<file path="config.mk">
export PLATFORM = sky130hd
export DESIGN_NAME = main_fsm
export DESIGN_NICKNAME = d
export VERILOG_FILES = /design/src/rtl/main_fsm_pkg.sv /design/src/rtl/main_fsm_outdec.sv /design/src/rtl/main_fsm.sv
export SDC_FILE = /design/constraint.sdc
export NUM_CORES = 1
export LEC_CHECK = 0
export ABC_AREA = 0
export BUFFER_PORTS_ARGS = -buffer_cell sky130_fd_sc_hd__buf_2
export CELL_PAD_IN_SITES_DETAIL_PLACEMENT = 0
export CELL_PAD_IN_SITES_GLOBAL_PLACEMENT = 2
export CORE_MARGIN = 5
export CORE_UTILIZATION = 23
export DETAILED_ROUTE_END_ITERATION = 10
export GPL_TIMING_DRIVEN = 0
export PLACE_DENSITY = 0.73
export SETUP_SLACK_MARGIN = 0.5
export SLEW_MARGIN = 20
export SYNTH_ARGS = -nofsm -noshare
export SYNTH_HDL_FRONTEND = slang
export SYNTH_SLANG_ARGS = --single-unit
</file>
<file path="constraint.sdc">
create_clock -name clk -period 1.75 [get_ports clk]
set_input_delay 0.35 -clock clk [delete_from_list [all_inputs] [get_ports clk]]
set_output_delay 0.35 -clock clk [all_outputs]
set_load 0.01 [all_outputs]
</file>
<file path="src/rtl/main_fsm_pkg.sv">
// Shared state codes, opcodes and control encodings
// for the multicycle RISC-V main control FSM.
package main_fsm_pkg;

    typedef enum logic [3:0] {
        S_FETCH    = 4'd0,
        S_DECODE   = 4'd1,
        S_MEMADR   = 4'd2,
        S_MEMREAD  = 4'd3,
        S_MEMWB    = 4'd4,
        S_MEMWRITE = 4'd5,
        S_EXECUTER = 4'd6,
        S_EXECUTEI = 4'd7,
        S_ALUWB    = 4'd8,
        S_BEQ      = 4'd9,
        S_JAL      = 4'd10,
        S_ILLEGAL  = 4'd11
    } state_t;

    localparam logic [6:0] OP_LOAD   = 7'b0000011;
    localparam logic [6:0] OP_STORE  = 7'b0100011;
    localparam logic [6:0] OP_RTYPE  = 7'b0110011;
    localparam logic [6:0] OP_ITYPE  = 7'b0010011;
    localparam logic [6:0] OP_BRANCH = 7'b1100011;
    localparam logic [6:0] OP_JAL    = 7'b1101111;

    localparam logic [1:0] ALUOP_ADD   = 2'b00;
    localparam logic [1:0] ALUOP_SUB   = 2'b01;
    localparam logic [1:0] ALUOP_FUNCT = 2'b10;

    localparam logic [1:0] SRCA_PC    = 2'b00;
    localparam logic [1:0] SRCA_OLDPC = 2'b01;
    localparam logic [1:0] SRCA_RS1   = 2'b10;

    localparam logic [1:0] SRCB_RS2  = 2'b00;
    localparam logic [1:0] SRCB_IMM  = 2'b01;
    localparam logic [1:0] SRCB_FOUR = 2'b10;

    localparam logic [1:0] RES_ALUOUT = 2'b00;
    localparam logic [1:0] RES_DATA   = 2'b01;
    localparam logic [1:0] RES_ALURES = 2'b10;

endpackage

</file>
<file path="src/rtl/main_fsm_outdec.sv">
// Combinational control-word decode from current state
// and memory-ready; strobes in wait states gated by rdy.
module main_fsm_outdec
    import main_fsm_pkg::*;
(
    input  logic [3:0] state_i,
    input  logic       rdy,
    output logic [1:0] alu_op,
    output logic [1:0] alu_src_a,
    output logic [1:0] alu_src_b,
    output logic [1:0] result_src,
    output logic       adr_src,
    output logic       ir_write,
    output logic       pc_update,
    output logic       branch,
    output logic       reg_write,
    output logic       mem_write
);

    // Per-state control word; unreachable codes drive all zeros
    always_comb begin
        alu_op     = ALUOP_ADD;
        alu_src_a  = SRCA_PC;
        alu_src_b  = SRCB_RS2;
        result_src = RES_ALUOUT;
        adr_src    = 1'b0;
        ir_write   = 1'b0;
        pc_update  = 1'b0;
        branch     = 1'b0;
        reg_write  = 1'b0;
        mem_write  = 1'b0;
        case (state_t'(state_i))
            S_FETCH: begin
                alu_src_b  = SRCB_FOUR;
                result_src = RES_ALURES;
                ir_write   = rdy;
                pc_update  = rdy;
            end
            S_DECODE: begin
                alu_src_a = SRCA_OLDPC;
                alu_src_b = SRCB_IMM;
            end
            S_MEMADR: begin
                alu_src_a = SRCA_RS1;
                alu_src_b = SRCB_IMM;
            end
            S_MEMREAD: begin
                adr_src = 1'b1;
            end
            S_MEMWB: begin
                result_src = RES_DATA;
                reg_write  = 1'b1;
            end
            S_MEMWRITE: begin
                adr_src   = 1'b1;
                mem_write = rdy;
            end
            S_EXECUTER: begin
                alu_src_a = SRCA_RS1;
                alu_op    = ALUOP_FUNCT;
            end
            S_EXECUTEI: begin
                alu_src_a = SRCA_RS1;
                alu_src_b = SRCB_IMM;
                alu_op    = ALUOP_FUNCT;
            end
            S_ALUWB: begin
                reg_write = 1'b1;
            end
            S_BEQ: begin
                alu_src_a = SRCA_RS1;
                alu_op    = ALUOP_SUB;
                branch    = 1'b1;
            end
            S_JAL: begin
                alu_src_a = SRCA_OLDPC;
                alu_src_b = SRCB_FOUR;
                pc_update = 1'b1;
            end
            default: begin
            end
        endcase
    end

endmodule

</file>
<file path="src/rtl/main_fsm.sv">
// Multicycle RISC-V main control FSM: state register,
// next-state logic and reset gating of the control word.
module main_fsm
    import main_fsm_pkg::*;
#(
    parameter bit HAS_MEM_READY = 1'b1
) (
    input  logic       clk,
    input  logic       reset,
    input  logic [6:0] op,
    input  logic       mem_ready,
    output logic [1:0] ALUOp,
    output logic [1:0] ALUSrcA,
    output logic [1:0] ALUSrcB,
    output logic [1:0] ResultSrc,
    output logic       AdrSrc,
    output logic       IRWrite,
    output logic       PCUpdate,
    output logic       Branch,
    output logic       RegWrite,
    output logic       MemWrite,
    output logic       illegal,
    output logic [3:0] state
);

    state_t state_q, state_d;
    logic   illegal_q, illegal_d;
    logic   rdy;

    logic [1:0] dec_alu_op, dec_src_a, dec_src_b, dec_res;
    logic       dec_adr, dec_irw, dec_pcu, dec_br, dec_rw, dec_mw;

    assign rdy = HAS_MEM_READY ? mem_ready : 1'b1;

    // Next-state selection; op only matters in DECODE and MEMADR
    always_comb begin
        state_d = state_q;
        case (state_q)
            S_FETCH:    state_d = rdy ? S_DECODE : S_FETCH;
            S_DECODE: begin
                case (op)
                    OP_LOAD,
                    OP_STORE:  state_d = S_MEMADR;
                    OP_RTYPE:  state_d = S_EXECUTER;
                    OP_ITYPE:  state_d = S_EXECUTEI;
                    OP_BRANCH: state_d = S_BEQ;
                    OP_JAL:    state_d = S_JAL;
                    default:   state_d = S_ILLEGAL;
                endcase
            end
            S_MEMADR:   state_d = (op == OP_LOAD) ? S_MEMREAD : S_MEMWRITE;
            S_MEMREAD:  state_d = rdy ? S_MEMWB : S_MEMREAD;
            S_MEMWB:    state_d = S_FETCH;
            S_MEMWRITE: state_d = rdy ? S_FETCH : S_MEMWRITE;
            S_EXECUTER: state_d = S_ALUWB;
            S_EXECUTEI: state_d = S_ALUWB;
            S_ALUWB:    state_d = S_FETCH;
            S_BEQ:      state_d = S_FETCH;
            S_JAL:      state_d = S_ALUWB;
            S_ILLEGAL:  state_d = S_ILLEGAL;
            default:    state_d = S_FETCH;
        endcase
        illegal_d = illegal_q | (state_d == S_ILLEGAL);
    end

    // State and sticky trap flag; reset aborts any instruction
    always_ff @(posedge clk) begin
        if (reset) begin
            state_q   <= S_FETCH;
            illegal_q <= 1'b0;
        end else begin
            state_q   <= state_d;
            illegal_q <= illegal_d;
        end
    end

    main_fsm_outdec u_outdec (
        .state_i    (state_q),
        .rdy        (rdy),
        .alu_op     (dec_alu_op),
        .alu_src_a  (dec_src_a),
        .alu_src_b  (dec_src_b),
        .result_src (dec_res),
        .adr_src    (dec_adr),
        .ir_write   (dec_irw),
        .pc_update  (dec_pcu),
        .branch     (dec_br),
        .reg_write  (dec_rw),
        .mem_write  (dec_mw)
    );

    assign ALUOp     = reset ? 2'b00 : dec_alu_op;
    assign ALUSrcA   = reset ? 2'b00 : dec_src_a;
    assign ALUSrcB   = reset ? 2'b00 : dec_src_b;
    assign ResultSrc = reset ? 2'b00 : dec_res;
    assign AdrSrc    = reset ? 1'b0  : dec_adr;
    assign IRWrite   = reset ? 1'b0  : dec_irw;
    assign PCUpdate  = reset ? 1'b0  : dec_pcu;
    assign Branch    = reset ? 1'b0  : dec_br;
    assign RegWrite  = reset ? 1'b0  : dec_rw;
    assign MemWrite  = reset ? 1'b0  : dec_mw;
    assign illegal   = illegal_q;
    assign state     = state_q;

endmodule

</file>
* Yosys cells after proc, flatten, opt, wreduce, memory -nomap -nowiden
Cells that the tools add are included.
W data, S select, Z words.
** Storage, ports and cells
- Memories :: 0
- Latch bits :: 0
- Bits in read-only memories :: 0
- Input port bits :: 10
- RAM bits :: 0
- Flip-flop bits (word level) :: 5
** Operators by class
- $lt $le $gt $ge :: 0
- Shift operators :: 0
- Equality and inequality tests :: 18
- Divide/modulo/power cells :: 0
- Add/sub/neg operators :: 0
- Multipliers :: 0
- Bitwise gates (word level) :: 1
- Mux-type cells :: 26
- Reductions and logical operators :: 10
** Operator list (number)
- $pmux W4 S7 :: 1
- $eq A4 B4 Y1 const B :: 5
- $pmux W4 S5 :: 1
- $eq A4 B3 Y1 const B :: 4
- $pmux W2 S2 :: 4
- $eq A7 B6 Y1 const B :: 2
- $eq A7 B7 Y1 const B :: 2
- $mux W1 :: 12
- $reduce_or A2 Y1 :: 6
- $mux W3 :: 3
- $eq A4 B2 Y1 const B :: 2
- $mux W2 :: 4
- $eq A7 B2 Y1 const B :: 1
- $eq A7 B5 Y1 const B :: 1
- $reduce_or A3 Y1 :: 2
- $eq A4 B1 Y1 const B :: 1
- $logic_not A4 Y1 :: 1
- $reduce_or A4 Y1 :: 1
- $pmux W1 S2 :: 1
- $or A1 B1 Y1 :: 1

* Logic depth before layout (Yosys ltp)
Gate-level depths: netlist of run 1.
- Depth after elaboration :: 6
- Gate-level depth with buffers :: 6
- Mapped depth without buffers :: 4

* Modules after synthesis
From an unflattened synthesis of run 1, not the netlist that was laid out.
** Unflattened totals
- Cells, all modules :: 98
- Area, all modules :: 777.0 um^2
** Modules (own cells, without submodules)
- main_fsm :: cells each 68, area each 515.5 um^2, instances 1, sequential area each 100.1 um^2
- main_fsm_outdec :: cells each 30, area each 261.5 um^2, instances 1, sequential area each 0.0 um^2

* Least setup slack after synthesis of run 1
OpenSTA, ideal clock, no wires.
- Kind :: reg2out
- Start point :: register state_q[1], in the netlist state[1]
- End point :: output ALUOp[0]
- Buffers on the path :: 3
- Arrival time :: 1.466 ns
- Setup slack :: -0.066 ns
- Cell stages (with the launch flop) :: 6
- Path through :: dfxtp_1 buf_6 buf_2 nand2b_1 nor4_1 buf_4
** On the way
- Longest elaborated chain between the ends :: 4
- Elaborated cells on any way between the ends :: 6
- Those cells by class :: eq/ne: 3; mux: 2; reduce/logical: 1
** RTL lines
- start: declaration :: RTL line main_fsm.sv:26 : state_t state_q, state_d;
- start signal: assignment :: RTL line main_fsm.sv:72 : state_q <= state_d;
- $eq A4 B3 Y1 :: RTL line main_fsm_outdec.sv:32 : case (state_t'(state_i))
- $reduce_or A2 Y1 (no source line)
- $pmux W2 S2 * :: RTL line main_fsm_outdec.sv:32
- $mux W2 * :: RTL line main_fsm.sv:92 : assign ALUOp = reset ? 2'b00 : dec_alu_op;
- end: declaration :: RTL line main_fsm.sv:12 : output logic [1:0] ALUOp,
Every way passes the cells marked *; elsewhere a longest branch is shown, timed or not.

* Worst setup path after layout of run 1
- Start point :: register state_q[1], in the netlist state[1]
- End point :: output ALUSrcA[0]
** On the way
- Longest elaborated chain between the ends :: 4
- Elaborated cells on any way between the ends :: 10
- Those cells by class :: eq/ne: 6; mux: 2; reduce/logical: 2
** RTL lines
- $eq A4 B3 Y1 (tied with other cells) :: RTL line main_fsm_outdec.sv:32
- $reduce_or A4 Y1 (no source line) or $reduce_or A2 Y1 (tied branches)
- $pmux W2 S2 * :: RTL line main_fsm_outdec.sv:32
- $mux W2 * :: RTL line main_fsm.sv:93 : assign ALUSrcA = reset ? 2'b00 : dec_src_a;
- end: declaration :: RTL line main_fsm.sv:13 : output logic [1:0] ALUSrcA,
Marks and branches as above.

==> results.md, run 1 <==
* Result of the run: complete, but fails checks
* Violations in the final reports: setup timing
* Unrepaired setup endpoints after global routing: true
* Total of max-cap violations at 0
* Number of synthesized flops with an enable pin at 0
* Dominant combinational cell family by area after synthesis: simple AND/OR/NAND/NOR gates
* Number of synthesized register bits at 5
* Vertical die dimension at 61.4 um
* Post-route cell area at 1310 sq um
* Asr flop ratio synth at 0%
* Drt first-iter violations at 37
* Clock latency on the worst-skew pair at 0.24 ns
* Port bufs at 28
* Count of TritonRoute iterations in the first routing pass at 4
* H-tree depth at 1
* Hold buffer count at CTS at 0
* Sequential-to-total area share from yosys stat at 16.5%
* Number of antenna violations at the first check in global routing at 0
* Initial standard-cell utilization of the core at 24.3%
* Kind of launch point of the worst setup path: register
* Avg WL per Cell at 13.7 um
* Total number of vias at 840
* Class of the most critical setup path: reg2out
* Endpoints failing setup at 5
* CTS tree: built
* Full die area at 3770 sq um
* Clock Sink Count at 5
* Slowest stage cell, crit path: dfxtp_2
* Multiplexer share of the synthesized area at 1.85%
* Num ports at 29
* Synthesized area divided by synthesized cell count at 7.24 sq um
* Post-route non-filler standard cell count at 169
* Maximum number of pins on one net before global-route repair at 11
* Nets at 150
* Horizontal die dimension at 61.4 um
* Final-report max-slew violation count at 0
* Critical path buffers and inverters at 3
* Pwr per Cell Area at 1530 nW/um^2
* Final worst setup slack at -0.0518 ns
* Synthesized netlist cell count at 84
* Critical path, cell by cell: buf_6 -> buf_8 -> nand2b_4 -> mux2_4 -> nor3_4 -> buf_2
* Hold violation total from the final report at 0
* Category of the worst setup path capture point: output port
* Distinct cell type count after synthesis at 39
* Static leakage power at 0.541 nW
* Worst hold-check path type: in2reg
* Number of CTS-inserted buffers at 3
* Fraction of the mapped netlist area in compound gates at 23.7%
* Post-synth top area share at 16.5%
* Maximum fanout along the worst path at 5
* Most used cells in the layout excluding fill and tap cells: buf_2, buf_4, buf_6
* Minimum setup slack after placement at 0.0265 ns
* Maximum clock rate at 0.555 GHz
* Largest cells by area after synthesis: dfxtp_1, a21oi_1, nor2_1, xnor2_1, nand2b_1
* Max_slew headroom at 73.9%
* Final wirelength at 2.32 mm
* Parity-gate share of the synthesized area counting xor and xnor cells at 5.76%
* Slew at the pin closest to its max-slew limit at 0.391 ns
* Time the final worst path needs with I/O delays and setup at 1.80 ns
* Worst endpoint data arrival time at 1.45 ns
* Antenna Nets Post-Route at 0
* Vias in the first global route at 837
* Largest vdd supply drop at 743 uV
* Delay of the slowest cell on the worst path at 0.31 ns
* Period utilisation layout at 103%
* Antenna diodes at 0
* Post-synthesis share of cell area spent on full adders, half adders and majority gates at 0%
* Detailed-route DRC error count at 0
* Top Family by Delay on Critical Path: buffers and inverters
* Fillers at 241
* Worst path required time at 1.40 ns
* Synth Flop Type: dfxtp_1
* Basic-gate share of the synthesized area counting and, or, nand and nor cells at 41.8%
* Most common cell after layout, fill and taps aside: buf_2
* Netlist Area Pre-Place at 608 sq um
* DR vias/cell at 4.97
* GRT Total Usage at 13.3%
* Layout overhead on the synthesized area at 115%
* Gp weighted congestion at 0.789
* Area of the placeable core at 2500 sq um
* First-pass GRT wire length at 3.77 mm
* Placed Instance Area at 937 sq um
* Worst setup skew after layout at 0.00445 ns
* Clk root buf: clkbuf_4
* Number of warnings reported in the yosys synthesis log at 0
* Net Count, Synth at 94
* Remaining global-route overflow at 0
* Library cell with the largest summed area after synthesis: dfxtp_1
* Cell Count Post-Placement at 142
* Detail Placement HPWL at 1.57 mm
* CTS Buffer Depth at 2
* Number of placement rows at 18
* Reg clk slew, reported paths at 0.05 ns
* Fraction of final layout cells sized beyond drive strength 1 at 68.3%
* Final standard cell utilization of the core at 52.4%
==> Yosys cell counts, drive strengths merged (3+ instances only) <==
library cell,number
nor2,7
xnor2,3
dfxtp,5
nor3,5
o21ai,3
nand2b,5
nand3,3
a21oi,6
nor4,4
buf,7
inv,5
nand2,3
or3,3
==> per-stage QoR <==
| step | total power [mW] | TNS [ns] | hold WS, ns |
|---|---|---|---|
| after global placement | 1.27 | 0 | 0.467 |
| after global routing | 2.15 | -0.822 | 0.409 |
| final | 2.01 | -0.183 | 0.393 |
| after floorplan | 1.01 | 0 | 0.497 |
| after CTS | 1.78 | -0.249 | 0.401 |
| after detailed placement | 1.27 | 0 | 0.472 |
==> what timing repair did <==
item / in CTS / in global routing
gates cloned: 0 / 0
pin swaps: 7 / 6
setup endpoints to repair: 19 / 20
setup buffers: 16 / 7
resized for setup: 22 / 14
==> worst reg2reg max path, stage by stage (launching register included) <==
cell and delay (ns):
dfxtp_2 0.32, buf_6 0.11, buf_4 0.15, nand2b_4 0.07
or4_1 0.46, o311a_1 0.34, o32ai_2 0.24
==> area by class of cell <==
class / instances / area [sq um] / area share (%)
sequential: 5 / 108 / 8.22
tap: 30 / 37.5 / 2.87
inverter: 5 / 22.5 / 1.72
timing repair buffer: 51 / 382 / 29.2
buffer: 8 / 104 / 7.93
multi-input combinational: 66 / 629 / 48.1
clock buffer: 4 / 26.3 / 2.01
==> per-layer routing <==
metal | GRT usage, % | routed length [um] | vias up
met5 | 0 | 0 | -
met2 | 22.2 | 1140 | 31
met1 | 17.6 | 1030 | 389
li1 | - | - | 418
met4 | 4.85 | 23 | 0
met3 | 1.26 | 120 | 2
==> logic make-up after synthesis <==
kind of cell / Yosys count
compound gates: 19
xor+xnor: 4
buf+inv: 13
flops: 5
mux: 1
simple gates: 42
==> power breakdown <==
part / internal, mW / total, mW / switching, mW
registers: 0.162 / 0.207 / 0.0441
logic: 0.919 / 1.67 / 0.747
clock network: 0.0862 / 0.133 / 0.0470
total: 1.17 / 2.01 / 0.838
==> worst paths after layout <==
kind                  from          to  slack, ns  depth (start not counted)
setup / recovery  state[1]  ALUSrcA[0]      -0.05                          6
hold / removal       op[4]    state[2]       0.39                          3
setup reg to reg  state[1]     illegal      -0.02                          6
hold reg to reg    illegal     illegal       0.47                          2
==> sequential cells by signal, indices dropped and copies added, names as in the netlist <==
register and flops:
illegal 1, state 4
(Power assumes the default switching activity.)
==> run 2: changes to the inputs <==
--- a/config.mk
+++ b/config.mk
@@ -9,7 +9,6 @@
 export BUFFER_PORTS_ARGS = -buffer_cell sky130_fd_sc_hd__buf_2
 export CELL_PAD_IN_SITES_DETAIL_PLACEMENT = 0
 export CELL_PAD_IN_SITES_GLOBAL_PLACEMENT = 2
-export CORE_MARGIN = 5
 export CORE_UTILIZATION = 23
 export DETAILED_ROUTE_END_ITERATION = 10
 export GPL_TIMING_DRIVEN = 0
==> run 2 against run 1 <==
Net effect: the run still ends with setup timing left; power up 0.53%; first-iteration DRC count fell by 84%; non-clock buffer count decreased by 2; die area is 24% lower; cell area is 1.1% lower; final cell count down 1.2%; worst hold slack better by 0.0046 ns; worst setup slack got worse by 0.012 ns; core utilization shrank 0.080 points; critical path depth is the same; via count shrank 0.48%; sequential power grew 2%; critical path type unchanged; largest cell class unchanged.
==> results.md, run 2 (synthesis gave the netlist of run 1 again) <==
* Remaining global-route overflow at 0
* Result of the run: complete, but fails checks
* Hold violation total from the final report at 0
* CTS tree: built
* Final wirelength at 2.30 mm
* Vertical die dimension at 53.4 um
* Critical path buffers and inverters at 3
* H-tree depth at 1
* GRT Total Usage at 16.4%
* Maximum number of pins on one net before global-route repair at 11
* Largest vdd supply drop at 974 uV
* Port bufs at 28
* Static leakage power at 0.529 nW
* Area of the placeable core at 2480 sq um
* Unrepaired setup endpoints after global routing: true
* Class of the most critical setup path: reg2out
* Most used cells in the layout excluding fill and tap cells: buf_2, buf_4, buf_6
* Worst endpoint data arrival time at 1.46 ns
* Num ports at 29
* Maximum fanout along the worst path at 7
* Clock latency on the worst-skew pair at 0.24 ns
* Sum Neg Setup Slack at -0.193 ns
* Total of max-cap violations at 0
* Sequential group share of total power at 10.5%
* Critical path, cell by cell: buf_6 -> buf_12 -> nand2b_4 -> mux2_4 -> nor3_4 -> buf_2
* Switching power summed over all nets at 0.866 mW
* Hold buffer count at CTS at 0
* Count of TritonRoute iterations in the first routing pass at 4
* Clk root buf: clkbuf_4
* M3 GR Usage at 1.72%
* Fraction of final layout cells sized beyond drive strength 1 at 70.1%
* Met1 usage in global routing at 21.8%
* Delay of the slowest cell on the worst path at 0.31 ns
* Final standard cell utilization of the core at 52.3%
* Max_slew headroom at 73.0%
* Avg WL per Cell at 13.7 um
* Number of antenna violations at the first check in global routing at 0
* Internal power at 1.15 mW
* Slew at the pin closest to its max-slew limit at 0.405 ns
* Antenna Nets Post-Route at 0
* Endpoints failing setup at 5
* PnR Total Power at 2.02 mW
* Nets at 148
* Vias in the first global route at 695
* Detail Placement HPWL at 1.52 mm
* Total number of vias at 836
* Clock Sink Count at 5
* Worst setup skew after layout at 0.00320 ns
* Pwr per Cell Area at 1560 nW/um^2
* Final-report max-slew violation count at 0
* Maximum clock rate at 0.551 GHz
* Gp weighted congestion at 0.817
* Horizontal die dimension at 53.4 um
* Number of placement rows at 18
* Top Family by Delay on Critical Path: buffers and inverters
* Initial standard-cell utilization of the core at 24.5%
* Final worst setup slack at -0.0642 ns
* Comb pwr share at 82.8%
* Clock share of power at 6.7%
* CTS Buffer Depth at 2
* Detailed-route DRC error count at 0
* Number of CTS-inserted buffers at 3
* Most common cell after layout, fill and taps aside: buf_2
* Most used routing layer in global routing: met2
* DR vias/cell at 5.01
* Drt first-iter violations at 6
* Antenna diodes at 0
* Worst hold-check path type: in2reg
* Reg clk slew, reported paths at 0.05 ns
* Worst path required time at 1.40 ns
* Full die area at 2850 sq um
* Met2 layer usage reported by global route at 28.3%
* Layout overhead on the synthesized area at 113%
* Switching share of power at 42.9%
* First-pass GRT wire length at 3.37 mm
* Time the final worst path needs with I/O delays and setup at 1.81 ns
* Hold Slack at 0.397 ns
* Category of the worst setup path capture point: output port
* Period utilisation layout at 104%
* Flip-flop count of the largest register after layout at 4
* Kind of launch point of the worst setup path: register
* Violations in the final reports: setup timing
* Slowest stage cell, crit path: dfxtp_2
==> run 2: cell count changes in the layout (fill, tap and decap cells not counted), sizes merged <==
cell | previous run | this run
inv | 4 | 5
clkinvlp | 1 | 0
buf | 58 | 56
==> run 2: layout make-up <==
class / count / area (sq um)
inverters: 5 / 18.8
clock buffers: 4 / 26.3
well taps: 30 / 37.5
multi-input cells: 66 / 654
fillers: 251 / 1180
repair buffers: 49 / 335
plain buffers: 8 / 115
flip-flops and latches: 5 / 108
==> run 2: timing repair <==
action	CTS	global route
setup buffers	9	11
gates cloned	1	0
resized for setup	22	17
setup endpoints to repair	19	20
endpoints found under the hold margin	0	0
pin swaps	7	12
==> run 2: tightest hold or removal path: stages <==
cell     delay (ns)
buf_2          0.10
nand3_1        0.07
a21oi_1        0.07
==> run 2: metrics by stage <==
step | setup WS, ns | instance area (sq um) | instances
after floorplan | 0.149 | 759 | 84
after global placement | 0.0318 | 937 | 142
after detailed placement | 0.0397 | 937 | 142
after CTS | -0.119 | 1130 | 156
after global routing | -0.112 | 1290 | 167
final | -0.0642 | 1290 | 167
==> run 2: worst paths after layout <==
| check | from | endpoint | slack [ns] | cells after the start |
|---|---|---|---|---|
| max | state[1] | ALUSrcA[0] | -0.06 | 6 |
| min | op[4] | state[2] | 0.40 | 3 |
| max reg2reg | state[1] | illegal | 0 | 6 |
| min reg2reg | illegal | illegal | 0.48 | 2 |
==> run 2: metal layers <==
| metal | up-vias | part of all wire (%) |
|---|---|---|
| li1 | 417 | - |
| met1 | 398 | 45 |
| met2 | 21 | 51 |
| met3 | 0 | 3.8 |
| met4 | 0 | 0 |
| met5 | - | 0 |
==> run 2: power groups by stage <==
stage          clock (mW)  combinational (mW)  sequential (mW)
2_1_floorplan           0               0.800            0.211
3_3_place_gp            0                1.06            0.198
3_5_place_dp            0                1.07            0.200
4_1_cts             0.139                1.36            0.210
5_1_grt             0.144                1.80            0.213
6_report            0.136                1.67            0.211
==> run 3: changes to the inputs <==
==> constraint.sdc (replaced) <==
create_clock -name clk -period 1.7 [get_ports clk]
set_input_delay 0.34 -clock clk [delete_from_list [all_inputs] [get_ports clk]]
set_output_delay 0.34 -clock clk [all_outputs]
set_load 0.01 [all_outputs]
==> run 3 against run 2 <==
Net effect: the flow still finishes with violations (setup timing); critical path type unchanged; final cell count shrank 4.8%; first-iteration DRC count grew 67%; core utilization fell by 1.0 points; worst hold slack gained 0.0067 ns; clock power down 4%; combinational power about the same; cell area decreased by 1.9%; largest power group unchanged.
==> results.md, run 3 (synthesis gave the netlist of run 1 again) <==
* Result of the run: complete, but fails checks
* Violations in the final reports: setup timing
* Static leakage power at 0.501 nW
* Class of the most critical setup path: reg2out
* Number of placement rows at 18
* Final worst setup slack at -0.0857 ns
* Top Family by Delay on Critical Path: buffers and inverters
* Post-route non-filler standard cell count at 159
* Switching share of power at 43.7%
* Sequential group share of total power at 11.1%
* Area of the placeable core at 2480 sq um
* Remaining global-route overflow at 0
* Worst hold-check path type: in2reg
* Maximum number of pins on one net before global-route repair at 11
* Gp weighted congestion at 0.826
* Number of antenna violations at the first check in global routing at 0
* Flip-flop count of the largest register after layout at 4
* Switching power summed over all nets at 0.868 mW
* DR vias/cell at 4.88
* Vertical die dimension at 53.4 um
* Num ports at 29
* Clk root buf: clkbuf_4
* Internal power at 1.12 mW
* Largest vdd supply drop at 845 uV
* Fraction of final layout cells sized beyond drive strength 1 at 69.8%
* Worst setup skew after layout at 0.000232 ns
* Final-report max-slew violation count at 0
* CTS Buffer Depth at 2
* Nets at 140
* Maximum fanout along the worst path at 4
* Number of CTS-inserted buffers at 3
* Clock latency on the worst-skew pair at 0.23 ns
* Maximum clock rate at 0.560 GHz
* Critical path, cell by cell: buf_6 -> buf_6 -> nand2b_4 -> mux2_4 -> nor3_4 -> buf_2
* Hold buffer count at CTS at 0
* Worst path required time at 1.36 ns
* Slowest stage cell, crit path: dfxtp_2
* H-tree depth at 1
* Vias in the first global route at 731
* Detail Placement HPWL at 1.52 mm
* Max_slew headroom at 74.0%
* Slew at the pin closest to its max-slew limit at 0.391 ns
* Full die area at 2850 sq um
* Clock Sink Count at 5
* Crit-path most repeated cell: buf_6
* Total of max-cap violations at 0
* Critical path buffers and inverters at 3
* Detailed-route DRC error count at 0
* Initial standard-cell utilization of the core at 24.5%
* Clock share of power at 6.6%
* Final wirelength at 2.15 mm
* Horizontal die dimension at 53.4 um
* Drt first-iter violations at 10
* Unrepaired setup endpoints after global routing: true
* Comb pwr share at 82.3%
* Antenna diodes at 0
* Category of the worst setup path capture point: output port
* Count of TritonRoute iterations in the first routing pass at 3
* Total number of vias at 776
* First-pass GRT wire length at 3.33 mm
* Time the final worst path needs with I/O delays and setup at 1.79 ns
* Delay of the slowest cell on the worst path at 0.31 ns
* Avg WL per Cell at 13.5 um
* Fillers at 246
* Antenna Nets Post-Route at 0
* Kind of launch point of the worst setup path: register
* Reg clk slew, reported paths at 0.04 ns
* Minimum setup slack after placement at 0.00153 ns
* Layout overhead on the synthesized area at 109%
* Hold violation total from the final report at 0
* Port bufs at 28
* Most used cells in the layout excluding fill and tap cells: buf_2, buf_6, buf_4
* Final standard cell utilization of the core at 51.3%
* Most common cell after layout, fill and taps aside: buf_2
* Endpoints failing setup at 7
* Worst endpoint data arrival time at 1.45 ns
* Period utilisation layout at 105%
* Pwr per Cell Area at 1560 nW/um^2
* GRT Total Usage at 15.9%
* Cell Count Post-Placement at 142
* CTS tree: built
run 3: per-layer routing:
metal | GRT usage, % | routed length [um] | vias to the layer above
met1 | 20.5 | 993 | 358
met4 | 1.32 | 0 | 0
met3 | 2.59 | 85 | 0
met5 | 0 | 0 | -
met2 | 28.1 | 1070 | 19
li1 | - | - | 399
run 3: timing repair:
item / CTS / global route
setup buffers: 10 / 1
gates cloned: 1 / 1
setup endpoints to repair: 19 / 20
pin swaps: 11 / 6
resized for setup: 29 / 9
run 3: path summary, 6_finish.rpt:
kind / start / to / slack [ns] / cells past startpoint
setup reg to reg: state[1] / illegal / -0.05 / 6
setup / recovery: state[1] / ALUSrcA[0] / -0.09 / 6
hold reg to reg: illegal / illegal / 0.47 / 2
hold / removal: op[4] / state[2] / 0.40 / 3
run 3: cell type report:
cell class              instances  area, sq um  share of cell area (%)
flip-flops and latches          5          108                    8.47
multi-input cells              66          682                    53.7
inverters                       5         18.8                    1.48
clock buffers                   4         26.3                    2.07
well taps                      30         37.5                    2.96
repair buffers                 41          303                    23.8
plain buffers                   8         95.1                    7.49
run 3: through the flow:
stage	hold slack, ns	total power, mW	instance area [sq um]	TNS [ns]
2_1_floorplan	0.487	1.05	764	0
3_3_place_gp	0.466	1.31	942	-0.00898
3_5_place_dp	0.474	1.31	942	0
4_1_cts	0.415	1.89	1200	-0.476
5_1_grt	0.396	2.13	1270	-1.08
6_report	0.404	1.99	1270	-0.378
run 3: worst min-delay path, cell delays in order:
cell and delay (ns):
buf_2 0.10, nand3_1 0.08, a21oi_2 0.06
run 3: power groups by stage:
stage	Sequential (mW)	Clock [mW]	Combinational [mW]
after detailed placement	0.206	0	1.11
final	0.220	0.131	1.64
after global routing	0.223	0.151	1.75
after CTS	0.215	0.139	1.53
after floorplan	0.218	0	0.835
after global placement	0.204	0	1.11
